## config.mk

```make
export PLATFORM = sky130hd
export DESIGN_NAME = wb_stage_flat
export DESIGN_NICKNAME = d
export VERILOG_FILES = /design/src/rtl/wb_stage_if.sv /design/src/rtl/wb_stage.sv /design/src/flat_wrapper.sv
export SDC_FILE = /design/constraint.sdc
export NUM_CORES = 1
export LEC_CHECK = 0
export ABC_AREA = 1
export BUFFER_PORTS_ARGS = -buffer_cell sky130_fd_sc_hd__buf_4
export CORE_MARGIN = 8
export CORE_UTILIZATION = 47
export DETAILED_ROUTE_END_ITERATION = 12
export PLACE_DENSITY = 0.87
export SYNTH_ARGS = -nofsm -noshare
export SYNTH_HDL_FRONTEND = slang
export SYNTH_SLANG_ARGS = --single-unit
```

## constraint.sdc

```tcl
create_clock -name clk -period 1.8 [get_ports clk]
set_clock_uncertainty 0.2 [all_clocks]
set_input_delay 0.36 -clock clk [delete_from_list [all_inputs] [get_ports clk]]
set_output_delay 0.36 -clock clk [all_outputs]
set_load 0.1 [all_outputs]
```

## src/rtl/wb_stage_if.sv

```systemverilog
// Memory-stage handshake, data-memory response, register-file write port,
// forwarding path and status outputs of the writeback stage.
interface wb_stage_if #(
  parameter int unsigned XLEN  = 32,
  parameter int unsigned CNT_W = 64
);
  logic             in_valid;
  logic             in_ready;
  logic             in_reg_write;
  logic [4:0]       in_rd;
  logic [1:0]       in_wb_sel;
  logic [XLEN-1:0]  in_alu_result;
  logic [XLEN-1:0]  in_pc_plus4;
  logic [2:0]       in_funct3;
  logic             dmem_rvalid;
  logic [XLEN-1:0]  dmem_rdata;
  logic             rf_we;
  logic [4:0]       rf_rd;
  logic [XLEN-1:0]  rf_wd;
  logic             fwd_valid;
  logic [4:0]       fwd_rd;
  logic [XLEN-1:0]  fwd_data;
  logic             ld_err;
  logic [CNT_W-1:0] instret;

  // Stage side.
  modport slave (
    input  in_valid, in_reg_write, in_rd, in_wb_sel, in_alu_result, in_pc_plus4, in_funct3,
    input  dmem_rvalid, dmem_rdata,
    output in_ready, rf_we, rf_rd, rf_wd, fwd_valid, fwd_rd, fwd_data, ld_err, instret
  );

  // Environment side (memory stage, data memory, register file).
  modport master (
    output in_valid, in_reg_write, in_rd, in_wb_sel, in_alu_result, in_pc_plus4, in_funct3,
    output dmem_rvalid, dmem_rdata,
    input  in_ready, rf_we, rf_rd, rf_wd, fwd_valid, fwd_rd, fwd_data, ld_err, instret
  );
endinterface

```

## src/rtl/wb_stage.sv

```systemverilog
// Writeback stage: selects ALU / load / PC+4 result, drives a registered
// register-file write port plus identical forwarding path, counts retirements.
// Loads park in StWaitLd until the data-memory response is sampled.
module wb_stage #(
  parameter int unsigned XLEN  = 32,
  parameter int unsigned CNT_W = 64
) (
  input logic        clk,
  input logic        rst_n,
  wb_stage_if.slave  bus
);

  localparam logic StIdle   = 1'b0;
  localparam logic StWaitLd = 1'b1;

  logic             state_q, state_d;
  logic             pend_rw_q, pend_rw_d;
  logic [4:0]       pend_rd_q, pend_rd_d;
  logic [2:0]       pend_f3_q, pend_f3_d;
  logic [1:0]       pend_off_q, pend_off_d;
  logic             rf_we_q, rf_we_d;
  logic [4:0]       rf_rd_q, rf_rd_d;
  logic [XLEN-1:0]  rf_wd_q, rf_wd_d;
  logic             ld_err_q, ld_err_d;
  logic [CNT_W-1:0] instret_q, instret_d;

  logic             ld_legal;
  logic [7:0]       ld_byte;
  logic [15:0]      ld_half;
  logic [XLEN-1:0]  ld_data;
  logic             wr_en;

  // Load legality from funct3 and the address offset of the incoming instruction.
  always_comb begin
    unique case (bus.in_funct3)
      3'b000, 3'b100: ld_legal = 1'b1;
      3'b001, 3'b101: ld_legal = ~bus.in_alu_result[0];
      3'b010:         ld_legal = (bus.in_alu_result[1:0] == 2'b00);
      default:        ld_legal = 1'b0;
    endcase
  end

  // Align and extend the response word using the latched funct3/offset.
  always_comb begin
    ld_byte = bus.dmem_rdata[{pend_off_q, 3'b000} +: 8];
    ld_half = bus.dmem_rdata[{pend_off_q[1], 4'b0000} +: 16];
    unique case (pend_f3_q[1:0])
      2'b00:   ld_data = {{(XLEN-8){ld_byte[7] & ~pend_f3_q[2]}}, ld_byte};
      2'b01:   ld_data = {{(XLEN-16){ld_half[15] & ~pend_f3_q[2]}}, ld_half};
      default: ld_data = bus.dmem_rdata;
    endcase
  end

  // Next-state: accept in StIdle, complete loads in StWaitLd.
  always_comb begin
    state_d    = state_q;
    pend_rw_d  = pend_rw_q;
    pend_rd_d  = pend_rd_q;
    pend_f3_d  = pend_f3_q;
    pend_off_d = pend_off_q;
    rf_we_d    = 1'b0;
    rf_rd_d    = rf_rd_q;
    rf_wd_d    = rf_wd_q;
    ld_err_d   = 1'b0;
    instret_d  = instret_q;
    wr_en      = 1'b0;
    case (state_q)
      StIdle: begin
        if (bus.in_valid) begin
          if (bus.in_wb_sel == 2'b01) begin
            if (!ld_legal) begin
              ld_err_d = 1'b1;
            end else begin
              pend_rw_d  = bus.in_reg_write;
              pend_rd_d  = bus.in_rd;
              pend_f3_d  = bus.in_funct3;
              pend_off_d = bus.in_alu_result[1:0];
              state_d    = StWaitLd;
            end
          end else begin
            wr_en     = bus.in_reg_write && (bus.in_rd != 5'd0);
            rf_we_d   = wr_en;
            instret_d = instret_q + CNT_W'(1);
            // rd/wd only move with a real write so they hold otherwise.
            if (wr_en) begin
              rf_rd_d = bus.in_rd;
              rf_wd_d = (bus.in_wb_sel == 2'b10) ? bus.in_pc_plus4 : bus.in_alu_result;
            end
          end
        end
      end
      StWaitLd: begin
        if (bus.dmem_rvalid) begin
          wr_en     = pend_rw_q && (pend_rd_q != 5'd0);
          rf_we_d   = wr_en;
          instret_d = instret_q + CNT_W'(1);
          state_d   = StIdle;
          if (wr_en) begin
            rf_rd_d = pend_rd_q;
            rf_wd_d = ld_data;
          end
        end
      end
      default: state_d = StIdle;
    endcase
  end

  // State and output registers; reset drops any pending load.
  always_ff @(posedge clk or negedge rst_n) begin
    if (!rst_n) begin
      state_q    <= StIdle;
      pend_rw_q  <= 1'b0;
      pend_rd_q  <= 5'd0;
      pend_f3_q  <= 3'd0;
      pend_off_q <= 2'd0;
      rf_we_q    <= 1'b0;
      rf_rd_q    <= 5'd0;
      rf_wd_q    <= '0;
      ld_err_q   <= 1'b0;
      instret_q  <= '0;
    end else begin
      state_q    <= state_d;
      pend_rw_q  <= pend_rw_d;
      pend_rd_q  <= pend_rd_d;
      pend_f3_q  <= pend_f3_d;
      pend_off_q <= pend_off_d;
      rf_we_q    <= rf_we_d;
      rf_rd_q    <= rf_rd_d;
      rf_wd_q    <= rf_wd_d;
      ld_err_q   <= ld_err_d;
      instret_q  <= instret_d;
    end
  end

  assign bus.in_ready  = (state_q == StIdle);
  assign bus.rf_we     = rf_we_q;
  assign bus.rf_rd     = rf_rd_q;
  assign bus.rf_wd     = rf_wd_q;
  assign bus.fwd_valid = rf_we_q;
  assign bus.fwd_rd    = rf_rd_q;
  assign bus.fwd_data  = rf_wd_q;
  assign bus.ld_err    = ld_err_q;
  assign bus.instret   = instret_q;

endmodule

```

## src/flat_wrapper.sv

```systemverilog
// flat-port wrapper written by rule: the top's interface ports become plain ports
module wb_stage_flat 
#(
  parameter int unsigned XLEN  = 32,
  parameter int unsigned CNT_W = 64
)
  (clk, rst_n, bus_in_valid, bus_in_reg_write, bus_in_rd, bus_in_wb_sel, bus_in_alu_result, bus_in_pc_plus4, bus_in_funct3, bus_dmem_rvalid, bus_dmem_rdata, bus_in_ready, bus_rf_we, bus_rf_rd, bus_rf_wd, bus_fwd_valid, bus_fwd_rd, bus_fwd_data, bus_ld_err, bus_instret);
  wb_stage_if #(.XLEN(XLEN), .CNT_W(CNT_W)) bus_i ();
  input logic clk;
  input logic rst_n;
  input wire logic [$bits(bus_i.in_valid)-1:0] bus_in_valid;
  input wire logic [$bits(bus_i.in_reg_write)-1:0] bus_in_reg_write;
  input wire logic [$bits(bus_i.in_rd)-1:0] bus_in_rd;
  input wire logic [$bits(bus_i.in_wb_sel)-1:0] bus_in_wb_sel;
  input wire logic [$bits(bus_i.in_alu_result)-1:0] bus_in_alu_result;
  input wire logic [$bits(bus_i.in_pc_plus4)-1:0] bus_in_pc_plus4;
  input wire logic [$bits(bus_i.in_funct3)-1:0] bus_in_funct3;
  input wire logic [$bits(bus_i.dmem_rvalid)-1:0] bus_dmem_rvalid;
  input wire logic [$bits(bus_i.dmem_rdata)-1:0] bus_dmem_rdata;
  output wire logic [$bits(bus_i.in_ready)-1:0] bus_in_ready;
  output wire logic [$bits(bus_i.rf_we)-1:0] bus_rf_we;
  output wire logic [$bits(bus_i.rf_rd)-1:0] bus_rf_rd;
  output wire logic [$bits(bus_i.rf_wd)-1:0] bus_rf_wd;
  output wire logic [$bits(bus_i.fwd_valid)-1:0] bus_fwd_valid;
  output wire logic [$bits(bus_i.fwd_rd)-1:0] bus_fwd_rd;
  output wire logic [$bits(bus_i.fwd_data)-1:0] bus_fwd_data;
  output wire logic [$bits(bus_i.ld_err)-1:0] bus_ld_err;
  output wire logic [$bits(bus_i.instret)-1:0] bus_instret;
  assign bus_i.in_valid = bus_in_valid;
  assign bus_i.in_reg_write = bus_in_reg_write;
  assign bus_i.in_rd = bus_in_rd;
  assign bus_i.in_wb_sel = bus_in_wb_sel;
  assign bus_i.in_alu_result = bus_in_alu_result;
  assign bus_i.in_pc_plus4 = bus_in_pc_plus4;
  assign bus_i.in_funct3 = bus_in_funct3;
  assign bus_i.dmem_rvalid = bus_dmem_rvalid;
  assign bus_i.dmem_rdata = bus_dmem_rdata;
  assign bus_in_ready = bus_i.in_ready;
  assign bus_rf_we = bus_i.rf_we;
  assign bus_rf_rd = bus_i.rf_rd;
  assign bus_rf_wd = bus_i.rf_wd;
  assign bus_fwd_valid = bus_i.fwd_valid;
  assign bus_fwd_rd = bus_i.fwd_rd;
  assign bus_fwd_data = bus_i.fwd_data;
  assign bus_ld_err = bus_i.ld_err;
  assign bus_instret = bus_i.instret;
  wb_stage #(.XLEN(XLEN), .CNT_W(CNT_W)) u_core (.clk(clk), .rst_n(rst_n), .bus(bus_i));
endmodule
```

## Yosys cells after proc, flatten, opt, wreduce, memory -nomap -nowiden

Cells that the tools add are included.

- Memory bits (read-only): 0
- Memory bits (writable): 0
- Input port bits: 111
- Register bits: 115
- Memories kept: 0
- Latch bits: 0
- Word-level logic and storage cells: 74

- Equal/unequal tests: 12
- Div/mod/pow operators: 0
- Reduce and logical (&&, ||, !) cells: 12
- Mux-type cells: 32
- Magnitude comparators: 0
- Bitwise operators: 5
- $mul: 0
- Add/sub/neg operators: 1
- Shift-type cells: 2

Operators with widths:

| cell | number |
|---|---|
| $mux W32 | 6 |
| $mux W64 | 3 |
| $pmux W32 S2 | 2 |
| $pmux W64 S2 | 1 |
| $add A64 B1 Y64 const B | 1 |
| $shiftx A32 B6 Y16 | 1 |
| $shiftx A32 B6 Y8 | 1 |
| $mux W5 | 5 |
| $mux W1 | 11 |
| $pmux W5 S2 | 1 |
| $reduce_bool A5 Y1 | 2 |
| $ne A2 B2 Y1 const B | 4 |
| $eq A3 B3 Y1 const B | 2 |
| $reduce_and A5 Y1 | 1 |
| $eq A2 B1 Y1 const B | 2 |
| $logic_not A2 Y1 | 2 |
| $pmux W1 S2 | 2 |
| $reduce_and A4 Y1 | 1 |
| $reduce_or A2 Y1 | 2 |
| $eq A3 B1 Y1 const B | 1 |
| $eq A3 B2 Y1 const B | 1 |
| $logic_not A3 Y1 | 1 |
| $not A1 Y1 | 3 |
| $pmux W1 S3 | 1 |
| 5 further kinds | 7 |

## Depth between registers and ports, before layout

- Word-level depth: 7
- Gate-level depth with buffers: 11
- Mapped depth without buffers: 10

## Least setup slack after synthesis

OpenSTA, ideal clock, no wires.

- Path kind: reg2reg
- Start point: register u_core.instret_q[0] (netlist: u_core.bus.instret[0])
- End point: register u_core.instret_q[46] (netlist: u_core.bus.instret[46])
- Stages on the path, launching flop included: 11
- Path slack: -772 ps
- Period minus slack after synthesis: 2572 ps
- Arrival: 2250 ps
- Cell sequence: dfrtp_1 -> ha_1 -> inv_2 -> nor2_2 -> nand2_1 -> nor2_4 -> nand3_4 -> nor2_4 -> nand2_1 -> nand2_1 -> nand2_1

- Word-level cells in the longest chain between the ends: 4
- Elaborated cells between the ends (all ways): 5

Ends and longest elaborated chain:

| what | RTL line | source |
|---|---|---|
| from (decl) | wb_stage.sv:25 | `logic [CNT_W-1:0] instret_q, instret_d;` |
| from (signal assigned) | wb_stage.sv:131 | `instret_q <= instret_d;` |
| $add A64 B1 Y64 * | wb_stage.sv:83, wb_stage.sv:96 |  |
| $mux W64 | wb_stage.sv:70 | `if (bus.in_wb_sel == 2'b01) begin` |
| $mux W64 | wb_stage.sv:69 | `if (bus.in_valid) begin` |
| $pmux W64 S2 * | wb_stage.sv:67 | `case (state_q)` |

Mark *: on every way between the ends. The rest lies on a longest branch, timed or not. The select of a mux whose other input is x is not followed.
A chain may end at the register's enable or synchronous reset.

## Final worst setup path

- Start point: register u_core.instret_q[1] (netlist: u_core.bus.instret[1])
- End point: register u_core.instret_q[56] (netlist: u_core.bus.instret[56])

Same word-level chain as after synthesis.

==> results.txt <==
Outcome - finished with violations
Violated checks - setup timing
Max Clk Rate - 0.516 GHz
Syn nets - 1,315
Tot Pwr - 15,000 µW
Crit path DAT - 2.03 ns
Initial drt markers - 1,048
Overflow after GRT - 0
Relative slew margins - 0.722
CP endpoint kind - flip-flop
Post-route worst setup slack - -0.138 ns
DR vias/cell - 5.55
Cell count after synthesis - 1,203
Clock root cell - clkbuf_16
First-pass GRT wire length - 48.7 mm
Max-cap violation count - 0
Most frequent cell after synthesis - nand2_1
Hold path cells - 3
Num rows - 47
CP required - 1.89 ns
Top post-synthesis cells by count - nand2_1, nor2_1, dfrtp_1
Synth Area per Inst - 6.52 µm²
Ys async rst share - 1.00
Worst vdd ir - 0.00149 V
Fin. max-slew vios - 0
Finished Core Util - 0.755
Fraction of layout cells with a size suffix above 1 - 0.443
Vias - 9,661
Die area - 21,100 µm²
Worst path max stage delay - 0.46 ns
Area contributors post-synth - dfrtp_1, nand2_1, nor2_1, nand3_1, buf_4
H-tree depth - 4
DRC errors left - 0
Share of the synthesized area in the top cell type - 0.367
Final Setup Violations - 6
Gr usage total - 0.285
Clock Pin Slew Worst Setup and Hold Paths - 0.06 ns
CP Launch Type - flip-flop
Largest net degree at the start of global routing - 49
CP max FO - 5
Cell taking the most area after synthesis - dfrtp_1
Worst-Skew Late Latency - 0.42 ns
Min Tclk post-route - 1.94 ns
RePlAce Congestion - 0.956
Routed Antenna Nets - 0
RSZ-0062 raised after global routing - yes
Clk sinks - 115
Core footprint - 16,500 µm²
I/O pins - 253
Tcrit/Tclk final - 1.08
Worst-path cell chain - ha_4, inv_4, nor2_4, nand2_4, inv_2, nand4_1, nor2_4, nand3_2, nand2_1, nand2_1
Synth unique cells - 31
CTS tree - yes
HPWL Detailed - 23.6 mm
DR pass1 iterations - 6
EDFF count, synth - 0
Vias in the first global route - 9,399
CP Class - reg2reg
Clock tree buffer depth - 2
Num CTS Buffers - 17
Yosys reg bits - 115
Fill count - 1,152
Synth warn - 0
Final WL - 33.0 mm
Synthesis-to-finish area growth - 58.6%
Main synth FF type - dfrtp_1
ANT cells - 0
CP max stage cell - dfrtp_4
Nets - 1,621
Power per cell area - 1210 nW/µm²
Register-to-register path setup slack - -0.14 ns
Worst Hold Class - in2reg
Seq/Total Area, Yosys - 0.367
Synthesized area - 7840 µm²
DR WL/cell - 19.0 µm
IO Port Bufs - 252
Worst-Margin Slew - 0.416 ns
Initial antenna violation count - 0
Initial core utilization - 0.476
Die Ht - 145 µm
R2R depth - 10
Die Wd - 145 µm
Final hold vios - 0
Lkg Pwr - 0.00573 µW
## critical path, delay by kind of cell (launching register included)
family        cells  cell delay, ns
flops             1            0.46
buf+inv           2            0.10
fa+ha+maj         1            0.17
simple gates      7            0.86
## flip-flops by register name, indices dropped and copies added (netlist names)
signal and cells:
u_core.pend_f3_q 3, u_core.pend_rw_q 1, u_core.bus.fwd_rd 5, u_core.bus.ld_err 1, u_core.pend_rd_q 5, u_core.state_q 1
u_core.bus.instret 64, u_core.pend_off_q 2, u_core.bus.fwd_data 32, u_core.bus.fwd_valid 1
## placed cells by master (no fill, tap or decap), drive strengths merged
master / synthesis / layout
nor3: 5 / 5
clkinvlp: 0 / 2
inv: 76 / 76
a21oi: 50 / 50
a31oi: 5 / 5
dfrtp: 115 / 115
clkinv: 0 / 3
nor2: 188 / 188
o21ai: 42 / 42
nand4: 23 / 23
nand2: 471 / 471
ha: 1 / 1
xnor2: 12 / 12
or2: 1 / 1
dlygate4sd3: 0 / 7
nand3: 104 / 104
buf: 55 / 358
nand3b: 7 / 7
nor4: 2 / 2
bufinv: 0 / 4
clkbuf: 26 / 26
xor2: 20 / 20
## per-stage QoR
step	TNS [ns]	instance area, µm²	cells	hold WS, ns	setup slack [ns]
6_report	-0.218	12400	1742	0.00520	-0.138
5_1_grt	-2.38	12400	1742	0.0230	-0.170
3_3_place_gp	-0.0174	10700	1677	0.0970	-0.0174
4_1_cts	-0.0673	11700	1718	0.00146	-0.0484
3_5_place_dp	-0.230	10700	1677	0.103	-0.0532
2_1_floorplan	-1.10	8340	1203	-0.136	-0.140
## path summary, 6_finish.rpt
kind / from / end
setup / recovery: u_core.bus.instret[1] / u_core.bus.instret[56]
hold reg to reg: u_core.pend_f3_q[2] / u_core.pend_f3_q[2]
max in group asynchronous: rst_n / u_core.bus.instret[41]
min in group asynchronous: rst_n / u_core.bus.fwd_data[31]
hold / removal: bus_in_rd[1] / u_core.pend_rd_q[1]
setup reg to reg: u_core.bus.instret[1] / u_core.bus.instret[56]
## routing by layer
layer  part of all wire  vias up  GRT usage
met1               0.36     4518      0.328
met3              0.088      153     0.0681
li1                   -     4383          -
met5                  0        -          0
met2               0.49      607      0.483
met4              0.053        0      0.153
## where the power goes
group,leakage (µW),switching [µW],internal (µW)
Combinational,0.00409,5740,1950
Clock,0.000303,1270,2420
Sequential,0.00133,560,3090
Total,0.00573,7570,7460
## what timing repair did
action / in CTS / in global routing
endpoints found under the setup margin: 34 / 89
buffers inserted: 3 / 22
pin swaps: 2 / 49
endpoints found under the hold margin: 29 / 0
cloned: 0 / 3
gates resized for setup: 58 / 165
hold buffers: 7 / 0
## area by class of cell
cell class,count,area [µm²],area share
Multi-Input combinational cell,931,4930,0.397
Clock inverter,9,154,0.0124
Inverter,76,293,0.0235
Timing Repair Buffer,368,3160,0.254
Tap cell,220,275,0.0221
Sequential cell,115,3140,0.252
Clock buffer,23,478,0.0384
## logic make-up after synthesis
logic type	share of synthesized area
simple gates	0.433
buf+inv	0.0991
flops	0.367
compound gates	0.0627
xor+xnor	0.0367
fa+ha+maj	0.00160
Power figures use the tool's default switching activity.
